**config.mk**
```make
export PLATFORM = sky130hd
export DESIGN_NAME = nvram_upload
export DESIGN_NICKNAME = d
export VERILOG_FILES = /design/src/rtl/nvram_upload.sv
export SDC_FILE = /design/constraint.sdc
export NUM_CORES = 1
export LEC_CHECK = 0
export CAP_MARGIN = 10
export CORE_ASPECT_RATIO = 0.75
export CORE_MARGIN = 5
export CORE_UTILIZATION = 43
export CTS_BUF_LIST = sky130_fd_sc_hd__clkbuf_2 sky130_fd_sc_hd__clkbuf_4 sky130_fd_sc_hd__clkbuf_8
export DETAILED_ROUTE_END_ITERATION = 12
export DONT_BUFFER_PORTS = 1
export PLACE_DENSITY = 0.62
export REMOVE_ABC_BUFFERS = 1
export SLEW_MARGIN = 10
export SYNTH_ARGS = -nofsm -noshare
export SYNTH_HDL_FRONTEND = slang
export SYNTH_SLANG_ARGS = --single-unit
```
**constraint.sdc**
```tcl
create_clock -name clk_sys -period 1.7 [get_ports clk_sys]
set_input_delay 0.17 -clock clk_sys [delete_from_list [all_inputs] [get_ports clk_sys]]
set_output_delay 0.17 -clock clk_sys [all_outputs]
set_load 0.1 [all_outputs]
```
**src/rtl/nvram_upload.sv**
```systemverilog
// nvram_upload: serves work-RAM bytes to the HPS over the ioctl upload path while the CPU is paused.
// Optional NVRAM_CHECKSUM_EN: a read one past the region returns the 8-bit sum of in-region bytes.
module nvram_upload #(
    parameter int          ADDR_W        = 11,
    parameter int          REGION_SIZE   = 1024,
    parameter logic [7:0]  UPLOAD_INDEX  = 8'd4,
    parameter logic [15:0] PAUSE_TIMEOUT = 16'd4096
) (
    input  logic              clk_sys,
    input  logic              reset_n,
    input  logic              ioctl_upload,
    input  logic [7:0]        ioctl_index,
    input  logic              ioctl_rd,
    input  logic [24:0]       ioctl_addr,
    output logic [7:0]        ioctl_din,
    output logic              ioctl_wait,
    output logic              pause_req,
    input  logic              pause_ack,
    output logic [ADDR_W-1:0] ram_addr,
    output logic              ram_rd,
    input  logic [7:0]        ram_q,
    output logic              timeout_flag
);

    localparam logic [2:0] IDLE       = 3'd0;
    localparam logic [2:0] PAUSE_WAIT = 3'd1;
    localparam logic [2:0] READY      = 3'd2;
    localparam logic [2:0] FETCH      = 3'd3;
    localparam logic [2:0] LATCH      = 3'd4;

    logic [2:0]  state;
    logic [15:0] timer;
    logic        active;
    logic        active_d;
    logic        in_region;
    logic        hit;
    logic [7:0]  miss_byte;

    assign active    = ioctl_upload && (ioctl_index == UPLOAD_INDEX);
    // Full 25-bit compare so high addresses never alias into RAM.
    assign in_region = ioctl_addr < 25'(REGION_SIZE);

`ifdef NVRAM_CHECKSUM_EN
    logic [7:0] sum;
    logic       sum_sel;

    assign miss_byte = sum_sel ? sum : 8'hFF;

    always_ff @(posedge clk_sys or negedge reset_n) begin
        if (!reset_n) begin
            sum     <= 8'h00;
            sum_sel <= 1'b0;
        end else if (state == IDLE && active && !active_d) begin
            sum     <= 8'h00;
        end else if (state != IDLE && active) begin
            if (state == READY && ioctl_rd)
                sum_sel <= ioctl_addr == 25'(REGION_SIZE);
            if (state == LATCH && hit)
                sum <= sum + ram_q;
        end
    end
`else
    assign miss_byte = 8'hFF;
`endif

    always_ff @(posedge clk_sys or negedge reset_n) begin
        if (!reset_n) begin
            state        <= IDLE;
            timer        <= 16'd0;
            active_d     <= 1'b0;
            hit          <= 1'b0;
            ioctl_din    <= 8'hFF;
            ioctl_wait   <= 1'b0;
            pause_req    <= 1'b0;
            ram_addr     <= '0;
            ram_rd       <= 1'b0;
            timeout_flag <= 1'b0;
        end else begin
            active_d <= active;
            if (state != IDLE && !active) begin
                state      <= IDLE;
                pause_req  <= 1'b0;
                ioctl_wait <= 1'b0;
                ram_rd     <= 1'b0;
            end else begin
                case (state)
                    IDLE: if (active && !active_d) begin
                        state        <= PAUSE_WAIT;
                        pause_req    <= 1'b1;
                        ioctl_wait   <= 1'b1;
                        timer        <= 16'd0;
                        timeout_flag <= 1'b0;
                    end
                    PAUSE_WAIT: begin
                        if (pause_ack) begin
                            state      <= READY;
                            ioctl_wait <= 1'b0;
                        end else if (timer == PAUSE_TIMEOUT - 16'd1) begin
                            state        <= READY;
                            ioctl_wait   <= 1'b0;
                            timeout_flag <= 1'b1;
                        end else begin
                            timer <= timer + 16'd1;
                        end
                    end
                    READY: if (ioctl_rd) begin
                        state      <= FETCH;
                        ioctl_wait <= 1'b1;
                        hit        <= in_region;
                        ram_rd     <= in_region;
                        if (in_region)
                            ram_addr <= ioctl_addr[ADDR_W-1:0];
                    end
                    FETCH: begin
                        state  <= LATCH;
                        ram_rd <= 1'b0;
                    end
                    LATCH: begin
                        state      <= READY;
                        ioctl_wait <= 1'b0;
                        ioctl_din  <= hit ? ram_q : miss_byte;
                    end
                    default: state <= IDLE;
                endcase
            end
        end
    end

endmodule

```
==> summary.md, run 1 <==
| Metric | Value |
|---|---|
| Post-Layout Cell Count | 364 |
| Area Growth Syn to Fin | 43.93% |
| Crit path buffers/inverters | 1 |
| Post-DP HPWL | 3.987 mm |
| Total track usage | 0.1755 |
| Commonest non-fill, non-tap cells in the layout | 77 x buf_4, 33 x dfrtp_1, 24 x nand2_1, 15 x o21ai_1, 11 x o21ai_0 |
| Most frequent cell on the critical path | o21ai_1 |
| Synthesized area | 0.002205 sq mm |
| Critical-path top delay cell | dfrtp_2 |
| Period minus WS final | roughly 1.8 ns |
| Actual slew at the worst max-slew pin | between 0.5 and 0.6 ns |
| Placed insts | 340 |
| Violated checks | setup timing |
| CTS Sinks | 44 |
| Wirelength per Cell | 16.45 um |
| Asr flop ratio synth | 1.000 |
| Leak | 0.001506 uW |
| Synth Instances | between 200 and 250 |
| Critical Path, Cell by Cell | nor4_4, nor2_2, a311o_1, buf_6, o21ai_1, o21ai_1 |
| Crit-path max cell delay | 0.48 ns |
| Io pins | 69 |
| Max_slew headroom | 0.6574 |
| FF-to-FF setup slack | -0.08 ns |
| Critical Path AT | 1.97 ns |
| Die Wd | 92.68 um |
| Final hold vios | 0 |
| Initial Util | 0.4474 |
| Cell variety after synth | 45 |
| Outcome | complete, but fails checks |
| Antenna-violating nets left | 0 |
| Crit path max-delay family | compound AO/OA/AOI/OAI gates |
| Clk_lat worst skew | 0.31 ns |
| HP Class | in2reg |
| Multi-input logic area | 0.001137 sq mm |
| Max Clock Freq | 0.5614 GHz |
| Sequential area share after synthesis | 0.5040 |
| Die area | 0.006674 sq mm |
| Router iterations before antenna repair | 4 |
| Final wirelength | 5.986 mm |
| RSZ-0062 raised after global routing | yes |
| Share of cells above drive strength 1 | 0.4803 |
| CTS tree | done |
| CP Launch Type | register |
| Vias per cell | approximately 5.6 |
| Grt ovf | 0 |
| RR Startpoint | state[2] |
| Reg-to-reg critical path endpoint | timer[3] |
| Power Total | 2099 uW |
| YS warnings | 0 |
| Placer congestion estimate | 0.8190 |
| FF+latch area | 0.001115 sq mm |
| Vias | 2043 |
| NumNets Final | between 300 and 400 |
| Clk root buf | clkbuf_8 |
| Vias in the first global route | 1945 |
| Largest net degree at the start of global routing | between 40 and 50 |
| Period utilisation layout | 1.048 |
| Count of final setup violators | 18 |
| Seq cells post-synth | 44 |
| Critical Path Fanout Max | 6 |
| Endpoint class of the critical path | register |
| WHS Path Cells | 1 |
| Antenna violations before repair | 0 |
| Worst setup margin | -0.08113 ns |
| First-pass GRT wire length | 9.390 mm |
| Reg2reg path depth | 6 |
| Number of synthesized flops with an enable pin | 0 |
| Residual DRC | 0 |
| CTS clk-pin slew, worst paths | 0.09 ns |
| Hold path start | ioctl_addr[4] |
| Slew Limit Fails | 0 |
| DR iter-0 viols | 64 |
| Total CTS buffers | 5 |
| CP required | 1.88 ns |
| H-tree depth | 2 |
| Chip height | 72.01 um |
| Critical path class | reg2reg |
| Max cap viols | 0 |
| Clock Path Buffers | 2 |
| Hold EP | ram_addr[4] |
| IO Port Bufs | 0 |
| # diodes | 0 |
| Filler cells | 402 |
| Syn Area/Cell | between 10 and 15 sq um |
| CORE AREA | 0.004927 sq mm |
| Peak supply drop | between 0.4 and 0.5 mV |
| Post-synth top flop | dfrtp_1 |
| Final Skew | around 0.014 ns |
| Fin Hold WS | 0.006743 ns |
| PwrDens | around 660 mW/mm^2 |
| FP Rows | 22 |
| Most common cell after layout, fill and taps aside | buf_4 |
==> cells in the mapped netlist (all sizes together) (2+ instances only) <==
cell type / number / area share
nand4: 8 / 0.023
o211ai: 2 / 0.0068
dfrtp: 36 / 0.41
inv: 3 / 0.0051
o21ai: 33 / 0.075
nand2: 28 / 0.048
buf: 7 / 0.025
dfstp: 8 / 0.095
nand3: 8 / 0.018
nor3: 6 / 0.014
clkbuf: 3 / 0.0051
nor2: 11 / 0.019
and3: 2 / 0.0057
a31oi: 7 / 0.020
nor4: 8 / 0.032
a21oi: 8 / 0.018
nor4b: 2 / 0.014
mux2: 10 / 0.051
nor2b: 9 / 0.026
==> through the flow <==
stage          area [sq um]    util  setup TNS [ns]  setup slack [ns]
6_report               3173  0.6440         -0.6797          -0.08113
3_3_place_gp           2746  0.5574          -1.336           -0.1093
5_1_grt                3173  0.6440          -2.180           -0.1541
4_1_cts                3084  0.6260         -0.3268          -0.06881
2_1_floorplan          2138       -          -7.192           -0.4248
3_5_place_dp           2746  0.5574          -2.532           -0.1657
==> how the worst max path moves through the flow <==
| stage | start | to | slack, ns | cells past startpoint |
|---|---|---|---|---|
| 6_report | state[2] | timer[3] | -0.08 | 6 |
| 5_1_grt | state[2] | timer[2] | -0.15 | 5 |
| 4_1_cts | state[0] | timer[2] | -0.07 | 6 |
| 3_5_place_dp | timer[0] | timer[9] | -0.17 | 8 |
| 3_3_place_gp | timer[1] | timer[2] | -0.11 | 8 |
| 2_1_floorplan | ioctl_index[5] | ram_addr[0] | -0.42 | 6 |
==> registers in the layout, summed over array words and instances, names as in the netlist <==
name,count
timeout_flag,1
ioctl_din,8
pause_req,1
ioctl_wait,1
ram_addr,11
state,3
active_d,1
ram_rd,1
hit,1
timer,16
==> cell families after synthesis <==
logic type               after synthesis  share of synthesized area
AO/OA/AOI/OAI                         61                     0.1737
XOR/XNOR                               1                   0.003973
adder cells (fa/ha/maj)                1                   0.005674
buffers and inverters                 13                    0.03519
flip-flops                            44                     0.5040
multiplexers                          10                    0.05108
AND/OR/NAND/NOR                       89                     0.2265
==> power by group <==
part           switching (uW)  internal [uW]  total, uW
registers                1.79           1050       1050
logic                    57.1           19.5       76.6
clock network             366            604        970
==> cell type report <==
| type | count | area share |
|---|---|---|
| Timing Repair Buffer | 87 | 0.2200 |
| Multi-Input combinational cell | 162 | 0.3584 |
| Tap cell | 60 | 0.02366 |
| Clock inverter | 2 | 0.01893 |
| Sequential cell | 44 | 0.3513 |
| Inverter | 3 | 0.003549 |
| Clock buffer | 6 | 0.02405 |
==> metal layers <==
metal / GRT usage / vias to the layer above / part of all wire
met3: 0.03212 / 4 / 0.052
li1: - / 976 / -
met1: 0.2431 / 993 / 0.44
met5: 0 / - / 0
met4: 0.05854 / 0 / 0.0077
met2: 0.2805 / 70 / 0.50
==> repair_timing <==
| item | CTS | global route |
|---|---|---|
| resized for setup | 34 | 20 |
| setup buffers | 9 | 5 |
| pin swaps | 17 | 19 |
| endpoints found under the setup margin | 29 | 29 |
| endpoints found under the hold margin | 44 | 0 |
| hold buffers | 2 | 0 |
Power figures use the tool's default switching activity.
==> run 2: changes to the inputs <==
- CORE_UTILIZATION: 43 -> 35
- PLACE_DENSITY: 0.62 -> 0.53
==> run 2 against run 1 <==
The run still ends with setup timing left. Clock power rose by 0.7%. Setup slack improved by 0.020 ns. Sequential share of layout area is 1.7 points lower. Critical path type unchanged. Largest cell class unchanged. Largest power group unchanged. Highest routed layer unchanged.
==> summary.md, run 2 (same netlist as run 1, synthesis figures left out) <==
| Metric | Value |
|---|---|
| Critical-path top delay cell | a2111oi_4 |
| Commonest non-fill, non-tap cells in the layout | 77 x buf_4, 33 x dfrtp_1, 26 x nand2_1, 14 x o21ai_0, 14 x o21ai_1 |
| Seq pwr share | 0.495 (-0.006) |
| Slew Limit Fails | 0 (unchanged) |
| CTS Sinks | 44 (unchanged) |
| CTS clk-pin slew, worst paths | 0.08 ns (about the same) |
| Die Wd | 101.6 um (+9.7%) |
| RSZ-0062 raised after global routing | yes |
| Pre-CTS setup slack | -0.2816 ns (-0.1159 ns) |
| Antenna violations before repair | 0 (unchanged) |
| Critical path class | reg2reg |
| Most common cell after layout, fill and taps aside | buf_4 |
| First-pass GRT wire length | 9.956 mm (+6.0%) |
| DR iter-0 viols | 103 (+61%) |
| Critical Path Fanout Max | 5 (-1) |
| Initial Util | 0.3542 (-0.09326) |
| FF-to-FF setup slack | -0.06 ns (+0.02 ns) |
| Post-DP HPWL | 4.358 mm (+9.3%) |
| Vias in the first global route | 2013 (+3.5%) |
| Placer congestion estimate | 0.7783 (-5.0%) |
| Leak | 0.001551 uW (+3.0%) |
| Count of final setup violators | 22 (+4) |
| Peak supply drop | 0.3525 mV (-16%) |
| Router iterations before antenna repair | 4 (unchanged) |
| Wirelength per Cell | 15.94 um (-3.1%) |
| Max Clock Freq | 0.5678 GHz (+1.1%) |
| Critical Path, Cell by Cell | ha_4, nand3_4, nor4_4, a2111oi_4, buf_4, a41oi_1, a31oi_1 |
| H-tree depth | 2 (unchanged) |
| PwrDens | 637.6 mW/mm^2 (-3.6%) |
| NetSw | 436.2 uW (+2.6%) |
| Crit-path max cell delay | 0.47 ns (about the same) |
| Fin Hold WS | 0.01634 ns (+0.009595 ns) |
| IO Port Bufs | 0 (unchanged) |
| Grt ovf | 0 (unchanged) |
| Final Skew | 0.003024 ns (-0.01137 ns) |
| Hold EP | ram_addr[3] |
| Area Growth Syn to Fin | 51.25% |
| HP Class | in2reg |
| FP Rows | 25 (+14%) |
| Period minus WS final | 1.761 ns (-0.01999 ns) |
| Share of cells above drive strength 1 | 0.4537 (-0.02659) |
| # diodes | 0 (unchanged) |
| Actual slew at the worst max-slew pin | 0.5116 ns (-0.002283 ns) |
| Io pins | 69 (unchanged) |
| Reg with most FFs | timer |
| Max reg flops | 16 (unchanged) |
| Reg2reg path depth | 7 (+1) |
| Reg-to-reg critical path endpoint | timer[14] |
| NumNets Final | 359 (+2.6%) |
| Final wirelength | 6.279 mm (+4.9%) |
| Net Sw Frac | 0.2052 (+0.002561) |
| Violated checks | setup timing |
| Max cap viols | 0 (unchanged) |
| Vias | 2044 (+0.049%) |
| Worst setup margin | -0.06114 ns (+0.01999 ns) |
| Residual DRC | 0 (unchanged) |
| Hold path start | ioctl_addr[3] |
| Total track usage | 0.1560 (-0.01945) |
| Largest registers | timer (16), ram_addr (11), ioctl_din (8) |
| WHS Path Cells | 1 (unchanged) |
| Period utilisation layout | 1.036 (-0.01176) |
| Total CTS buffers | 5 (unchanged) |
| Endpoint class of the critical path | register |
| Combinational power share | 0.046 (+0.009) |
| Antenna-violating nets left | 0 (unchanged) |
| Clock Path Buffers | 2 (unchanged) |
| Clk pwr share | 0.459 (-0.003) |
| Finished Cell Area | 0.003334 sq mm (+5.1%) |
| DP Area | 0.002773 sq mm (+0.96%) |
| CTS tree | done |
| Die area | 0.008003 sq mm (+20%) |
| Clk_lat worst skew | 0.30 ns (about the same) |
| CP required | 1.92 ns (+0.04 ns) |
| CORE AREA | 0.006225 sq mm (+26%) |
| Final hold vios | 0 (unchanged) |
| Crit path max-delay family | compound AO/OA/AOI/OAI gates |
| Chip height | 78.73 um (+9.3%) |
| Clk root buf | clkbuf_8 |
| CP Launch Type | register |
| RR Startpoint | timer[1] |
| Vias per cell | 5.188 (-7.6%) |
| Crit path buffers/inverters | 1 (unchanged) |
| Pint | 1690 uW (+0.98%) |
| Outcome | complete, but fails checks |
| Critical Path AT | 1.98 ns (about the same) |
| Max_slew headroom | 0.6589 (+0.001522) |
| Largest net degree at the start of global routing | 45 (unchanged) |
## run 2: cell count changes in the layout (fill, tap and decap cells not counted), moves of 2 or more
cell	previous run	this run
nand2_2	4	1
mux2_4	0	9
o21ai_0	11	14
o21ai_2	7	5
dlygate4sd3_1	1	10
mux2_2	10	1
nand2_1	24	26
## run 2: power groups by stage
stage | combinational, uW | clock (uW) | sequential (uW)
after floorplan | 10.3 | 0 | 1100
after global placement | 48.5 | 0 | 1070
after detailed placement | 49.2 | 0 | 1070
after CTS | 81.2 | 997 | 1050
after global routing | 105 | 1050 | 1050
final | 97.0 | 977 | 1050
## run 2: timing repair
item | CTS | global route
buffers inserted | 7 | 7
endpoints found under the setup margin | 29 | 31
pin swaps | 24 | 10
endpoints found under the hold margin | 44 | 9
hold buffers | 2 | 9
gates resized for setup | 29 | 31
cloned | 1 | 0
## run 2: how the worst max path moves through the flow
stage / start / to / slack [ns] / cells past startpoint
2_1_floorplan: ioctl_index[5] / ram_addr[0] / -0.42 / 6
3_3_place_gp: timer[0] / timer[6] / -0.19 / 8
3_5_place_dp: timer[0] / timer[6] / -0.28 / 8
4_1_cts: state[0] / timer[2] / -0.08 / 6
5_1_grt: state[0] / timer[6] / -0.18 / 6
6_report: timer[1] / timer[14] / -0.06 / 7
## run 2: routing by layer
layer / global-route usage / part of all wire / up-vias
met5: 0 / 0 / -
met3: 0.03248 / 0.057 / 7
met4: 0.03851 / 0.0097 / 0
met2: 0.2343 / 0.48 / 59
li1: - / - / 998
met1: 0.2291 / 0.45 / 980
## run 2: per-stage QoR
stage	cells	power, uW	utilization	TNS, ns
finish	394	2126	0.5357	-0.5391
global route	394	2212	0.5357	-3.514
floorplan	209	1111	-	-7.192
global placement	361	1121	0.4454	-3.123
detailed placement	361	1122	0.4454	-4.579
CTS	378	2130	0.4929	-0.7704
## run 2: cell type report
type | instances | area, sq um
inverters | 3 | 11.26
flip-flops and latches | 44 | 1115
clock inverters | 2 | 60.06
fillers | 562 | 2890
clock buffers | 6 | 76.32
multi-input cells | 162 | 1175
well taps | 81 | 101.3
repair buffers | 96 | 795.8
==> run 3: changes to the inputs <==
- CORE_UTILIZATION: 35 -> 40
- PLACE_DENSITY: 0.53 -> 0.58
==> run 3 against run 2 <==
The run still ends with setup timing left. Maximum frequency fell by 0.48%. Register-to-register slack barely moved. Count of clock-buffer cells in the layout did not move. Critical path type unchanged.
==> summary.md, run 3 (same netlist as run 1, synthesis figures left out) <==
| Metric | Value |
|---|---|
| Max reg flops | 16 (unchanged) |
| Critical path class | reg2reg |
| Total CTS buffers | 5 (unchanged) |
| Pre-CTS setup slack | -0.2182 ns (+0.06341 ns) |
| Chip height | 74.30 um (-5.6%) |
| Endpoint class of the critical path | register |
| CP required | 1.93 ns (about the same) |
| Crit-path max cell delay | 0.39 ns (-0.08 ns) |
| DR iter-0 viols | 83 (-19%) |
| CTS clk-pin slew, worst paths | 0.08 ns (about the same) |
| Outcome | complete, but fails checks |
| Vias | 2020 (-1.2%) |
| Placer congestion estimate | 0.8159 (+4.8%) |
| Final Skew | 0.003981 ns (+0.0009570 ns) |
| Count of final setup violators | 14 (-36%) |
| Period minus WS final | 1.770 ns (+0.008437 ns) |
| IO Port Bufs | 0 (unchanged) |
| Max Clock Freq | 0.5651 GHz (-0.48%) |
| Final hold vios | 0 (unchanged) |
| Power Total | 1952 uW (-8.2%) |
| H-tree depth | 2 (unchanged) |
| Violated checks | setup timing |
| Total track usage | 0.1601 (+0.004136) |
| Clk_lat worst skew | 0.30 ns (about the same) |
| PwrDens | 622.1 mW/mm^2 (-2.4%) |
| Largest net degree at the start of global routing | 45 (unchanged) |
| Period utilisation layout | 1.041 (+0.004963) |
| Fin Hold WS | 0.01607 ns (-0.0002714 ns) |
| Wirelength per Cell | 15.38 um (-3.5%) |
| FF+latch area | 0.001114 sq mm (-0.11%) |
| CORE AREA | 0.005353 sq mm (-14%) |
| Die area | 0.007112 sq mm (-11%) |
| Peak supply drop | 0.5016 mV (+42%) |
| Final core occ | 0.5863 (+0.05058) |
| Max_slew headroom | 0.6515 (-0.007481) |
| Initial Util | 0.4119 (+0.05770) |
| Area Growth Syn to Fin | 42.34% |
| Critical Path Fanout Max | 8 (+3) |
| Share of cells above drive strength 1 | 0.4503 (-0.003343) |
| Residual DRC | 0 (unchanged) |
| Actual slew at the worst max-slew pin | 0.5228 ns (+0.01122 ns) |
| CTS tree | done |
| Vias in the first global route | 1936 (-3.8%) |
| RSZ-0062 raised after global routing | yes |
| Reg with most FFs | timer |
| Largest registers | timer (16), ram_addr (11), ioctl_din (8) |
| CP Launch Type | register |
| Critical Path AT | 2.00 ns (+0.02 ns) |
| Critical Path, Cell by Cell | ha_2, nand3_4, nor4_4, a2111oi_4, buf_6, or2b_1, a31oi_1 |
| Grt ovf | 0 (unchanged) |
| Filler cells | 497 (-12%) |
| Clock Path Buffers | 2 (unchanged) |
| HP Class | in2reg |
| Commonest non-fill, non-tap cells in the layout | 72 x buf_4, 34 x dfrtp_1, 25 x nand2_1, 18 x o21ai_1, 10 x mux2_2 |
| Max cap viols | 0 (unchanged) |
| Slew Limit Fails | 0 (unchanged) |
| Clk root buf | clkbuf_8 |
| Post-DP HPWL | 4.010 mm (-8.0%) |
| Router iterations before antenna repair | 4 (unchanged) |
| First-pass GRT wire length | 8.790 mm (-12%) |
| Critical-path top delay cell | dfrtp_1 |
| # diodes | 0 (unchanged) |
| Placed insts | 352 (-2.5%) |
| Antenna violations before repair | 0 (unchanged) |
| Final wirelength | 5.798 mm (-7.7%) |
| NumNets Final | 348 (-3.1%) |
| Most common cell after layout, fill and taps aside | buf_4 |
| Vias per cell | 5.358 (+3.3%) |
| Io pins | 69 (unchanged) |
| Multi-input logic area | 0.001109 sq mm (-5.6%) |
| Post-Layout Cell Count | 377 (-4.3%) |
| Die Wd | 95.73 um (-5.8%) |
| CTS Sinks | 44 (unchanged) |
| Worst setup margin | -0.06958 ns (-0.008437 ns) |
| Leak | 0.001468 uW (-5.4%) |
| FP Rows | 23 (-8.0%) |
| Antenna-violating nets left | 0 (unchanged) |
run 3: changes by cell type in the layout (fill, tap and decap cells not counted), moves of 2 or more:
cell	change
mux2_4	-9
buf_4	-5
o21ai_1	+4
o21ai_0	-5
mux2_2	+9
nand2_2	+2
dlygate4sd3_1	-7
run 3: worst max-delay path: cells and delay by family (launching register included):
kind                       cells  cell delay [ns]
AOI/OAI and AO/OA              2             0.52
DFF                            1             0.39
and+or+nand+nor                3             0.37
adders and majority gates      1             0.21
buffers and inverters          1             0.19
run 3: where the power goes:
part | switching (uW) | total (uW) | leakage, uW | internal [uW]
Sequential | 1.55 | 1050 | 0.000582 | 1050
Clock | 366 | 818 | 0.0000586 | 452
Combinational | 57.9 | 82.3 | 0.000827 | 24.4
run 3: timing repair:
item | 4_1_cts | 5_1_grt
gates cloned | 0 | 2
pin swaps | 11 | 13
setup buffers | 9 | 3
setup endpoints to repair | 30 | 38
resized for setup | 27 | 26
hold buffers | 2 | 2
endpoints found under the hold margin | 44 | 2
run 3: final timing paths:
kind / from / endpoint / slack [ns] / depth (start not counted)
max: timer[1] / timer[2] / -0.07 / 7
min: ram_q[2] / ioctl_din[2] / 0.02 / 2
max reg2reg: timer[1] / timer[2] / -0.07 / 7
min reg2reg: ioctl_din[5] / ioctl_din[5] / 0.46 / 2
max in group asynchronous: reset_n / ioctl_din[1] / 1.07 / 2
min in group asynchronous: reset_n / timer[13] / 0.35 / 2
run 3: layout make-up:
class / count / share of cell area
sequential: 44 / 0.3549
multi-input combinational: 162 / 0.3533
timing repair buffer: 85 / 0.2229
tap: 75 / 0.02990
clock buffer: 6 / 0.02432
clock inverter: 2 / 0.01116
inverter: 3 / 0.003589
run 3: routing by layer:
metal | global-route usage | share of wire | up-vias
li1 | - | - | 975
met1 | 0.2266 | 0.47 | 986
met2 | 0.2350 | 0.47 | 52
met3 | 0.04247 | 0.048 | 7
met4 | 0.06309 | 0.013 | 0
met5 | 0 | 0 | -
run 3: through the flow:
step / TNS (ns) / instance area, sq um
2_1_floorplan: -7.192 / 2138
3_3_place_gp: -2.295 / 2743
3_5_place_dp: -3.716 / 2743
4_1_cts: -0.1312 / 3013
5_1_grt: -2.397 / 3138
6_report: -0.5123 / 3138
